==> src/rtl/dilate_window_scheduler.sv <==
// Raster-scan sequencer for one DilateNode: line buffers + window register build the
// Width x Height neighbourhood, border-masked into node_D; node_Q is streamed out in raster order.
module dilate_window_scheduler #(
  parameter int Width  = 3,
  parameter int Height = 3,
  parameter int ImgW   = 16,
  parameter int ImgH   = 16
) (
  input  logic                      clk,
  input  logic                      rst,
  input  logic                      cfg_we,
  input  logic [Width*Height-1:0]   cfg_element,
  input  logic                      start,
  output logic                      busy,
  output logic                      done,
  input  logic                      in_valid,
  output logic                      in_ready,
  input  logic                      in_pixel,
  output logic [Width*Height-1:0]   node_D,
  output logic [Width*Height-1:0]   node_element,
  input  logic                      node_Q,
  output logic                      out_valid,
  input  logic                      out_ready,
  output logic                      out_pixel,
  output logic                      out_last
);

  localparam int N    = Width * Height;
  localparam int L    = (Height / 2) * ImgW + Width / 2;
  localparam int NPIX = ImgW * ImgH;
  localparam int LEN  = (Height - 1) * ImgW + Width;
  localparam int CXW  = (ImgW > 1) ? $clog2(ImgW) : 1;
  localparam int CYW  = (ImgH > 1) ? $clog2(ImgH) : 1;
  localparam int ICW  = $clog2(NPIX + 1);
  localparam int FCW  = $clog2(L + 1);

  // Handshakes: a transfer happens on a rising edge where valid & ready are both high;
  // valid never depends on ready, and out_pixel/out_last hold while out_valid & !out_ready.

  typedef enum logic [1:0] {IDLE, FILL, RUN, FLUSH} state_t;

  state_t          state, state_next;
  logic [LEN-1:0]  chain;
  logic [N-1:0]    element;
  logic            win_valid;
  logic [ICW-1:0]  in_cnt;
  logic [FCW-1:0]  flush_cnt;
  logic [CXW-1:0]  cx;
  logic [CYW-1:0]  cy;
  logic            step_ok, out_load, out_hs, step, step_win, new_bit, last_pos;
  logic [N-1:0]    window, mask;
  logic [Width-1:0]  col_ok;
  logic [Height-1:0] row_ok;

  assign out_load = win_valid & (~out_valid | out_ready);
  assign step_ok  = ~win_valid | out_load;
  assign out_hs   = out_valid & out_ready;
  assign busy     = (state != IDLE);
  assign last_pos = (cx == CXW'(ImgW - 1)) && (cy == CYW'(ImgH - 1));
  assign step_win = step & ((state == RUN) | (state == FLUSH));

  always_ff @(posedge clk or posedge rst) begin
    if (rst) state <= IDLE;
    else     state <= state_next;
  end

  always_comb begin
    state_next = state;
    in_ready   = 1'b0;
    step       = 1'b0;
    new_bit    = 1'b0;
    done       = 1'b0;
    case (state)
      IDLE: begin
        if (start) state_next = FILL;
      end
      FILL: begin
        in_ready = step_ok;
        step     = in_valid & step_ok;
        new_bit  = in_pixel;
        if (step && in_cnt == ICW'(L - 1)) state_next = RUN;
      end
      RUN: begin
        in_ready = step_ok;
        step     = in_valid & step_ok;
        new_bit  = in_pixel;
        if (step && in_cnt == ICW'(NPIX - 1)) state_next = FLUSH;
      end
      FLUSH: begin
        // Zeros are pushed in to drain the last L centre positions.
        step = step_ok && (flush_cnt != FCW'(L));
        if (out_hs && out_last) begin
          done       = 1'b1;
          state_next = IDLE;
        end
      end
      default: state_next = IDLE;
    endcase
  end

  always_ff @(posedge clk or posedge rst) begin
    if (rst) begin
      chain     <= '0;
      element   <= '1;
      win_valid <= 1'b0;
      in_cnt    <= '0;
      flush_cnt <= '0;
      cx        <= '0;
      cy        <= '0;
      out_valid <= 1'b0;
      out_pixel <= 1'b0;
      out_last  <= 1'b0;
    end else begin
      if (state == IDLE) begin
        if (cfg_we) element <= cfg_element;
        if (start) begin
          chain     <= '0;
          win_valid <= 1'b0;
          in_cnt    <= '0;
          flush_cnt <= '0;
          cx        <= '0;
          cy        <= '0;
        end
      end
      // chain[0] is the newest pixel; line buffers and window are one contiguous shift chain.
      if (step) chain <= {chain[LEN-2:0], new_bit};
      if (step_win)      win_valid <= 1'b1;
      else if (out_load) win_valid <= 1'b0;
      if (step && state != FLUSH) in_cnt    <= in_cnt + 1'b1;
      if (step && state == FLUSH) flush_cnt <= flush_cnt + 1'b1;
      if (out_load) begin
        out_pixel <= node_Q;
        out_last  <= last_pos;
        out_valid <= 1'b1;
        if (cx == CXW'(ImgW - 1)) begin
          cx <= '0;
          cy <= (cy == CYW'(ImgH - 1)) ? '0 : cy + 1'b1;
        end else begin
          cx <= cx + 1'b1;
        end
      end else if (out_hs) begin
        out_valid <= 1'b0;
      end
    end
  end

  // Window tap (l, c) is the pixel shifted in (Height-1-l) rows and (Width-1-c) columns ago.
  for (genvar l = 0; l < Height; l++) begin : g_row
    assign row_ok[l] = (int'(cy) + l - Height / 2 >= 0) && (int'(cy) + l - Height / 2 < ImgH);
    for (genvar c = 0; c < Width; c++) begin : g_col
      assign window[l*Width+c] = chain[(Height-1-l)*ImgW + (Width-1-c)];
      assign mask[l*Width+c]   = row_ok[l] & col_ok[c];
    end
  end

  for (genvar c = 0; c < Width; c++) begin : g_colok
    assign col_ok[c] = (int'(cx) + c - Width / 2 >= 0) && (int'(cx) + c - Width / 2 < ImgW);
  end

  assign node_D       = window & mask;
  assign node_element = element;

endmodule

==> config.mk <==
export PLATFORM = sky130hd
export DESIGN_NAME = dilate_window_scheduler
export DESIGN_NICKNAME = d
export VERILOG_FILES = /design/src/rtl/dilate_window_scheduler.sv
export SDC_FILE = /design/constraint.sdc
export NUM_CORES = 1
export LEC_CHECK = 0
export CAP_MARGIN = 20
export CORE_ASPECT_RATIO = 0.6
export CORE_MARGIN = 2
export CORE_UTILIZATION = 40
export DETAILED_ROUTE_END_ITERATION = 6
export GPL_ROUTABILITY_DRIVEN = 0
export GPL_TIMING_DRIVEN = 0
export HOLD_SLACK_MARGIN = 0.08
export PLACE_DENSITY = 0.69
export SYNTH_ARGS = -nofsm -noshare
export SYNTH_HDL_FRONTEND = slang
export SYNTH_SLANG_ARGS = --single-unit
==> constraint.sdc <==
create_clock -name clk -period 5.1 [get_ports clk]
set_input_delay 0.765 -clock clk [delete_from_list [all_inputs] [get_ports clk]]
set_output_delay 0.765 -clock clk [all_outputs]
set_load 0.05 [all_outputs]
==> out/summary.txt, run 1 <==
Max_cap viols: 0
Worst Tran Pin Value: 889 ps
Seq/Total Area, Yosys: 0.496
PwrDens: 591 mW/mm²
Hold Vio Cnt, Final: 0
Antenna violations before repair: 0
HPWL after DPL: 5150 µm
# Post-CTS Setup Buffers: 0
Post-synth top flop: dfrtp_1
Count of unique library cells instantiated by Yosys: 41
Number of instances in the placed design: 507
Post-cts repair resize count: 0
Post-route setup TNS: 0 ps
Clock buffer depth: 2
Average via count per standard cell: 5.05
Die width: 127 µm
Largest net degree at the start of global routing: 73
IR Drop Worst-Case VDD: 374 µV
Fmax: 314 MHz
Synth Area in Compound Gates: 0.0761
Synth area leaders: dfrtp_1 (43%), mux2i_1 (11%), dfstp_2 (6.5%), inv_1 (5.0%), nand2_1 (5.0%)
Crit path max-delay cell type: clkdlybuf4s50_1
Clock skew: 6.73 ps
Synth Cell Area: 0.00365 mm²
Die area: 0.00994 mm²
Antenna Violating Nets Remaining: 0
Area of the multi-input gates: 0.00158 mm²
Area taken by flip-flops and latches: 0.00181 mm²
Final min period: 3180 ps
CP Capture Type: output pin
Die height: 78.0 µm
Layout Nets: 436
RSZ-0062 raised after global routing: no
Largest family of logic cells by synthesized area: simple AND/OR/NAND/NOR gates
First-pass GRT wire length: 12500 µm
CTS Sinks: 72
Routed WL per cell: 14.0 µm
WL final: 7310 µm
Vias in the first global route: 2535
Post-route DRC: 0
Detailed Route Iter0 Violations: 219
Crit path largest cell delay: 790 ps
Worst-path clk slew: 60 ps
Row count: 26
WP data required: 4340 ps
Core area: 0.00869 mm²
Yosys warning count: 0
Relative slew margins: 0.407
Post-Synth Adder-Cell Area: 0.0445
Via count: 2643
CTS Buf Count: 9
Share of Yosys cell area claimed by the top area cell type: 0.432
Xor and xnor fraction of the mapped netlist area: 0
Post-Place Setup Slack: 1900 ps
Fillers: 763
Leak pwr: 2.04 nW
Hold Path Class: reg -> reg
Status: completed
Ys async rst share: 1.00
Final design instance area without fill: 0.00452 mm²
Most used cell along the critical path: clkdlybuf4s50_1
CP delay by family, top: buffers and inverters
Pre-antenna DRT Iters: 5
Crit start category: input pin
Mux contribution to synthesized area: 0.147
Post-Synth Simple-Gate Area: 0.165
Seq cells post-synth: 72
Clk_lat worst skew: 330 ps
Fin crit share: 0.624
Crit Path Max Fanout: 5
Placed cell area: 0.00420 mm²
Setup-failing EPs final: 0
Initial Util: 0.420
Mapped Cells: 355
Fin cells: 523
Leading area contributor after synthesis: dfrtp_1
Root buffer cell: clkbuf_16
GRT Total Usage: 0.162
Crit path kind: in -> out
IO Count: 41
IO Port Bufs: 40
Syn nets: 385
Post-synth EDFFs: 0
Buf+Inv Stages, Crit Path: 2
Area Growth Syn to Fin: 23.8%
Share of cells above drive strength 1: 0.131
Slew Viols, Final: 0
Mean Syn Cell Area: 10.3 µm²
Final WS setup: 1920 ps
Hold_buf cts: 0
CTS tree: done
# diodes: 0
Arrival @ worst endpoint: 2420 ps
Crit-path cells: clkdlybuf4s50_1 -> nand3b_1 -> and2_1 -> clkdlybuf4s50_1
GR Overflow Total: 0
CTS H-Tree Depth: 3
==> worst register-to-register path, delay by kind of cell, from the launching register on <==
| kind | cells | cell delay [ps] |
|---|---|---|
| AOI/OAI and AO/OA | 1 | 360 |
| DFF | 1 | 410 |
| and+or+nand+nor | 4 | 670 |
| adders and majority gates | 2 | 380 |
| muxes | 1 | 320 |
==> worst paths after layout <==
path	start	to	slack, ps	cells past startpoint
setup / recovery	out_ready	in_ready	1920	4
hold / removal	out_pixel	out_pixel	510	1
setup reg to reg	in_cnt[0]	state[1]	2860	8
hold reg to reg	out_pixel	out_pixel	510	1
max in group asynchronous	rst	chain[24]	3540	2
min in group asynchronous	rst	chain[17]	980	2
==> layout by cell type, fill, tap and decap left out, types with 5 or more instances in the layout <==
master	Yosys	layout
dfrtp_1	63	63
nand2_1	49	49
inv_1	49	48
mux2i_1	41	41
clkdlybuf4s50_1	0	40
nand3_1	16	16
ha_1	13	13
nor2_1	11	11
mux2_2	10	10
and3_1	10	10
clkbuf_16	0	9
dfstp_2	9	9
nor3_1	7	7
a21oi_1	6	6
clkbuf_1	4	6
buf_2	5	5
a21o_1	5	5
o21ai_0	5	5
==> stage by stage <==
step / hold WS (ps) / utilization / power, mW
2_1_floorplan: 489 / - / 1.69
3_3_place_gp: 499 / 0.483 / 1.97
3_5_place_dp: 503 / 0.483 / 2.00
4_1_cts: 513 / 0.520 / 2.70
5_1_grt: 526 / 0.520 / 2.84
6_report: 508 / 0.520 / 2.67
==> area by class of cell <==
cell class,instances,area share
well taps,112,0.0310
inverters,49,0.0412
clock inverters,3,0.0144
multi-input cells,220,0.350
flip-flops and latches,72,0.401
clock buffers,13,0.0576
repair buffers,40,0.0886
plain buffers,14,0.0163
==> flip-flops by register name, summed over array words and instances, names as in the netlist, 2 cells and up <==
name,flops
flush_cnt,5
cy,4
chain,35
node_element,9
cx,4
in_cnt,9
state,2
==> metal layers <==
metal	part of all wire	track usage	vias up
met5	0	0	-
met4	0.015	0.0527	0
met3	0.053	0.0593	11
met2	0.43	0.235	51
met1	0.50	0.225	1286
li1	-	-	1295
==> where the power goes <==
group	leakage, nW	switching [mW]	internal (mW)
logic	0.926	0.692	0.450
registers	0.956	0.109	0.738
clock network	0.160	0.230	0.454
==> cells by family (layout without fill, tap and decap cells) <==
family,after synthesis,in the layout
adders and majority gates,13,13
AOI/OAI and AO/OA,37,37
DFF,72,72
buffers and inverters,63,119
and+or+nand+nor,118,118
muxes,52,52
==> Yosys cell counts, types with 2 or more instances <==
cell type   n
a211o_1     2
a21o_1      5
a21oi_1     6
a22o_1      3
a31o_2      4
and2_1      4
and3_1     10
buf_2       5
buf_4       4
clkbuf_1    4
dfrtp_1    63
dfstp_2     9
ha_1       13
inv_1      49
mux2_2     10
mux2i_1    41
nand2_1    49
nand2b_1    2
nand3_1    16
nand4_1     3
nor2_1     11
nor2b_1     3
nor3_1      7
nor3b_1     2
nor4b_2     2
o211ai_1    3
o21ai_0     5
o31ai_1     4
or2_2       2
or3_1       3
No activity file was read; power rests on OpenSTA's default activity.
==> inputs of run 2 (changes only) <==
==> constraint.sdc (replaced) <==
create_clock -name clk -period 3.2 [get_ports clk]
set_input_delay 0.48 -clock clk [delete_from_list [all_inputs] [get_ports clk]]
set_output_delay 0.48 -clock clk [all_outputs]
set_load 0.05 [all_outputs]
==> results of run 2 <==
The final DEF is identical to that of run 1. Status: completed.
Among the figures that moved: setup slack after placement 1900 ps -> 575 ps; setup slack after layout 1920 ps -> 459 ps; start point of the critical path out_ready -> cy[0]; end point of the critical path in_ready -> node_D[6]; register-to-register setup slack 2860 ps -> 960 ps; total power 2.67 mW -> 4.26 mW; worst IR drop on VDD 374 µV -> 596 µV
==> inputs of run 3 (changes only) <==
--- a/config.mk
+++ b/config.mk
@@ -13,7 +13,7 @@
 export GPL_ROUTABILITY_DRIVEN = 0
 export GPL_TIMING_DRIVEN = 0
 export HOLD_SLACK_MARGIN = 0.08
-export PLACE_DENSITY = 0.69
+export PLACE_DENSITY_LB_ADDON = 0.08
 export SYNTH_ARGS = -nofsm -noshare
 export SYNTH_HDL_FRONTEND = slang
 export SYNTH_SLANG_ARGS = --single-unit
==> out/summary.txt, run 3 (synthesis gave the netlist of run 1 again) <==
Status: completed
First-pass GRT wire length: 13000 µm
Clock skew: 9.83 ps
Largest reg by FF count: chain
IR Drop Worst-Case VDD: 449 µV
Final min period: 2770 ps
Hold_buf cts: 0
Max_cap viols: 0
Clock buffer depth: 2
CTS Buf Count: 9
PwrDens: 914 mW/mm²
Worst-path clk slew: 60 ps
Arrival @ worst endpoint: 2290 ps
GRT Total Usage: 0.168
Routed WL per cell: 14.1 µm
Root buffer cell: clkbuf_16
Number of flip-flops in the largest register: 35
Antenna Violating Nets Remaining: 0
Area taken by flip-flops and latches: 0.00181 mm²
Most frequent cells in the layout: dfrtp_1 (63), nand2_1 (49), inv_1 (48)
Placed cell area: 0.00422 mm²
Clk pwr share: 0.228
Crit start category: flop
Gate power share: 0.444
CTS H-Tree Depth: 3
WP data required: 2720 ps
Layout Nets: 437
Hold Vio Cnt, Final: 0
Final WS setup: 434 ps
Setup crit start: cy[0]
GR Overflow Total: 0
Post-cts repair resize count: 0
Vias in the first global route: 2669
IO Port Bufs: 40
Core area: 0.00869 mm²
Die width: 127 µm
Crit path kind: reg -> out
Worst R2R Start: in_cnt[0]
RSZ-0062 raised after global routing: no
Worst Tran Pin Value: 526 ps
Reg-to-reg endpoint: state[1]
CTS Sinks: 72
Final Hold Slack: 510 ps
Sequential Power Share: 0.328
Crit Path Max Fanout: 5
IO Count: 41
Sw frac: 0.401
Post-route DRC: 0
# Post-CTS Setup Buffers: 0
Die area: 0.00994 mm²
Crit path capture: node_D[8]
P_int: 2.46 mW
Initial Util: 0.420
HPWL after DPL: 5220 µm
CTS tree: done
Largest net degree at the start of global routing: 39
Commonest non-fill, non-tap cell in the layout: dfrtp_1
Fmax: 362 MHz
Via count: 2615
Detailed Route Iter0 Violations: 126
Share of cells above drive strength 1: 0.133
Row count: 26
Post-Place Setup Slack: 538 ps
Pre-antenna DRT Iters: 4
Slew Viols, Final: 0
CP Capture Type: output pin
Register-to-register setup slack: 1050 ps
Antenna violations before repair: 0
Clk_lat worst skew: 340 ps
Post-route setup TNS: 0 ps
Relative slew margins: 0.645
Final design instance area without fill: 0.00449 mm²
Average via count per standard cell: 4.99
Area Growth Syn to Fin: 23.0%
FF-to-FF path depth: 8
Switching component of the power: 1.64 mW
Setup-failing EPs final: 0
Area of the multi-input gates: 0.00158 mm²
Hold Path Class: reg -> reg
Die height: 78.0 µm
Fin crit share: 0.864
Fillers: 786
Leak pwr: 2.03 nW
WL final: 7380 µm
Final Util: 0.517
# diodes: 0
==> run 3: cell types whose count changed in the layout (fill, tap and decap cells not counted) <==
cell,before,now
clkinv_2,1,2
bufinv_16,2,0
clkinvlp_4,0,1
buf_12,0,1
==> run 3: area by class of cell <==
class,count,share of cell area
timing repair buffer,41,0.0936
tap,112,0.0312
clock buffer,13,0.0579
inverter,49,0.0415
clock inverter,3,0.00390
multi-input combinational,220,0.352
buffer,14,0.0164
sequential,72,0.404
==> run 3: critical path: stages, from the launching register on <==
cell and delay, ps:
dfrtp_1 420, ha_1 260, nand3_1 210, and3_1 250
clkdlybuf4s50_1 810
==> run 3: worst min-delay path by stage <==
stage | startpoint | endpoint | slack [ps] | cells past startpoint
2_1_floorplan | flush_cnt[2] | flush_cnt[2] | 490 | 1
3_3_place_gp | chain[12] | chain[13] | 500 | 2
3_5_place_dp | chain[25] | chain[26] | 510 | 2
4_1_cts | chain[25] | chain[26] | 520 | 2
5_1_grt | chain[34] | chain[34] | 530 | 2
6_report | chain[7] | chain[8] | 510 | 2
==> run 3: power groups by stage <==
stage	Clock (mW)	Combinational (mW)	Sequential, mW
2_1_floorplan	0	1.12	1.58
3_3_place_gp	0	1.82	1.35
3_5_place_dp	0	1.84	1.36
4_1_cts	0.960	1.85	1.35
5_1_grt	1.00	2.00	1.38
6_report	0.937	1.82	1.35
==> run 3: routing by layer <==
| layer | wire [µm] | GRT usage | up-vias |
|---|---|---|---|
| li1 | - | - | 1307 |
| met1 | 3910 | 0.232 | 1262 |
| met2 | 3020 | 0.241 | 39 |
| met3 | 396 | 0.0791 | 7 |
| met4 | 56 | 0.0385 | 0 |
| met5 | 0 | 0 | - |
==> run 3: per-stage QoR <==
stage,power [mW],cells
2_1_floorplan,2.70,355
3_3_place_gp,3.17,507
3_5_place_dp,3.20,508
4_1_cts,4.16,524
5_1_grt,4.39,524
6_report,4.10,524
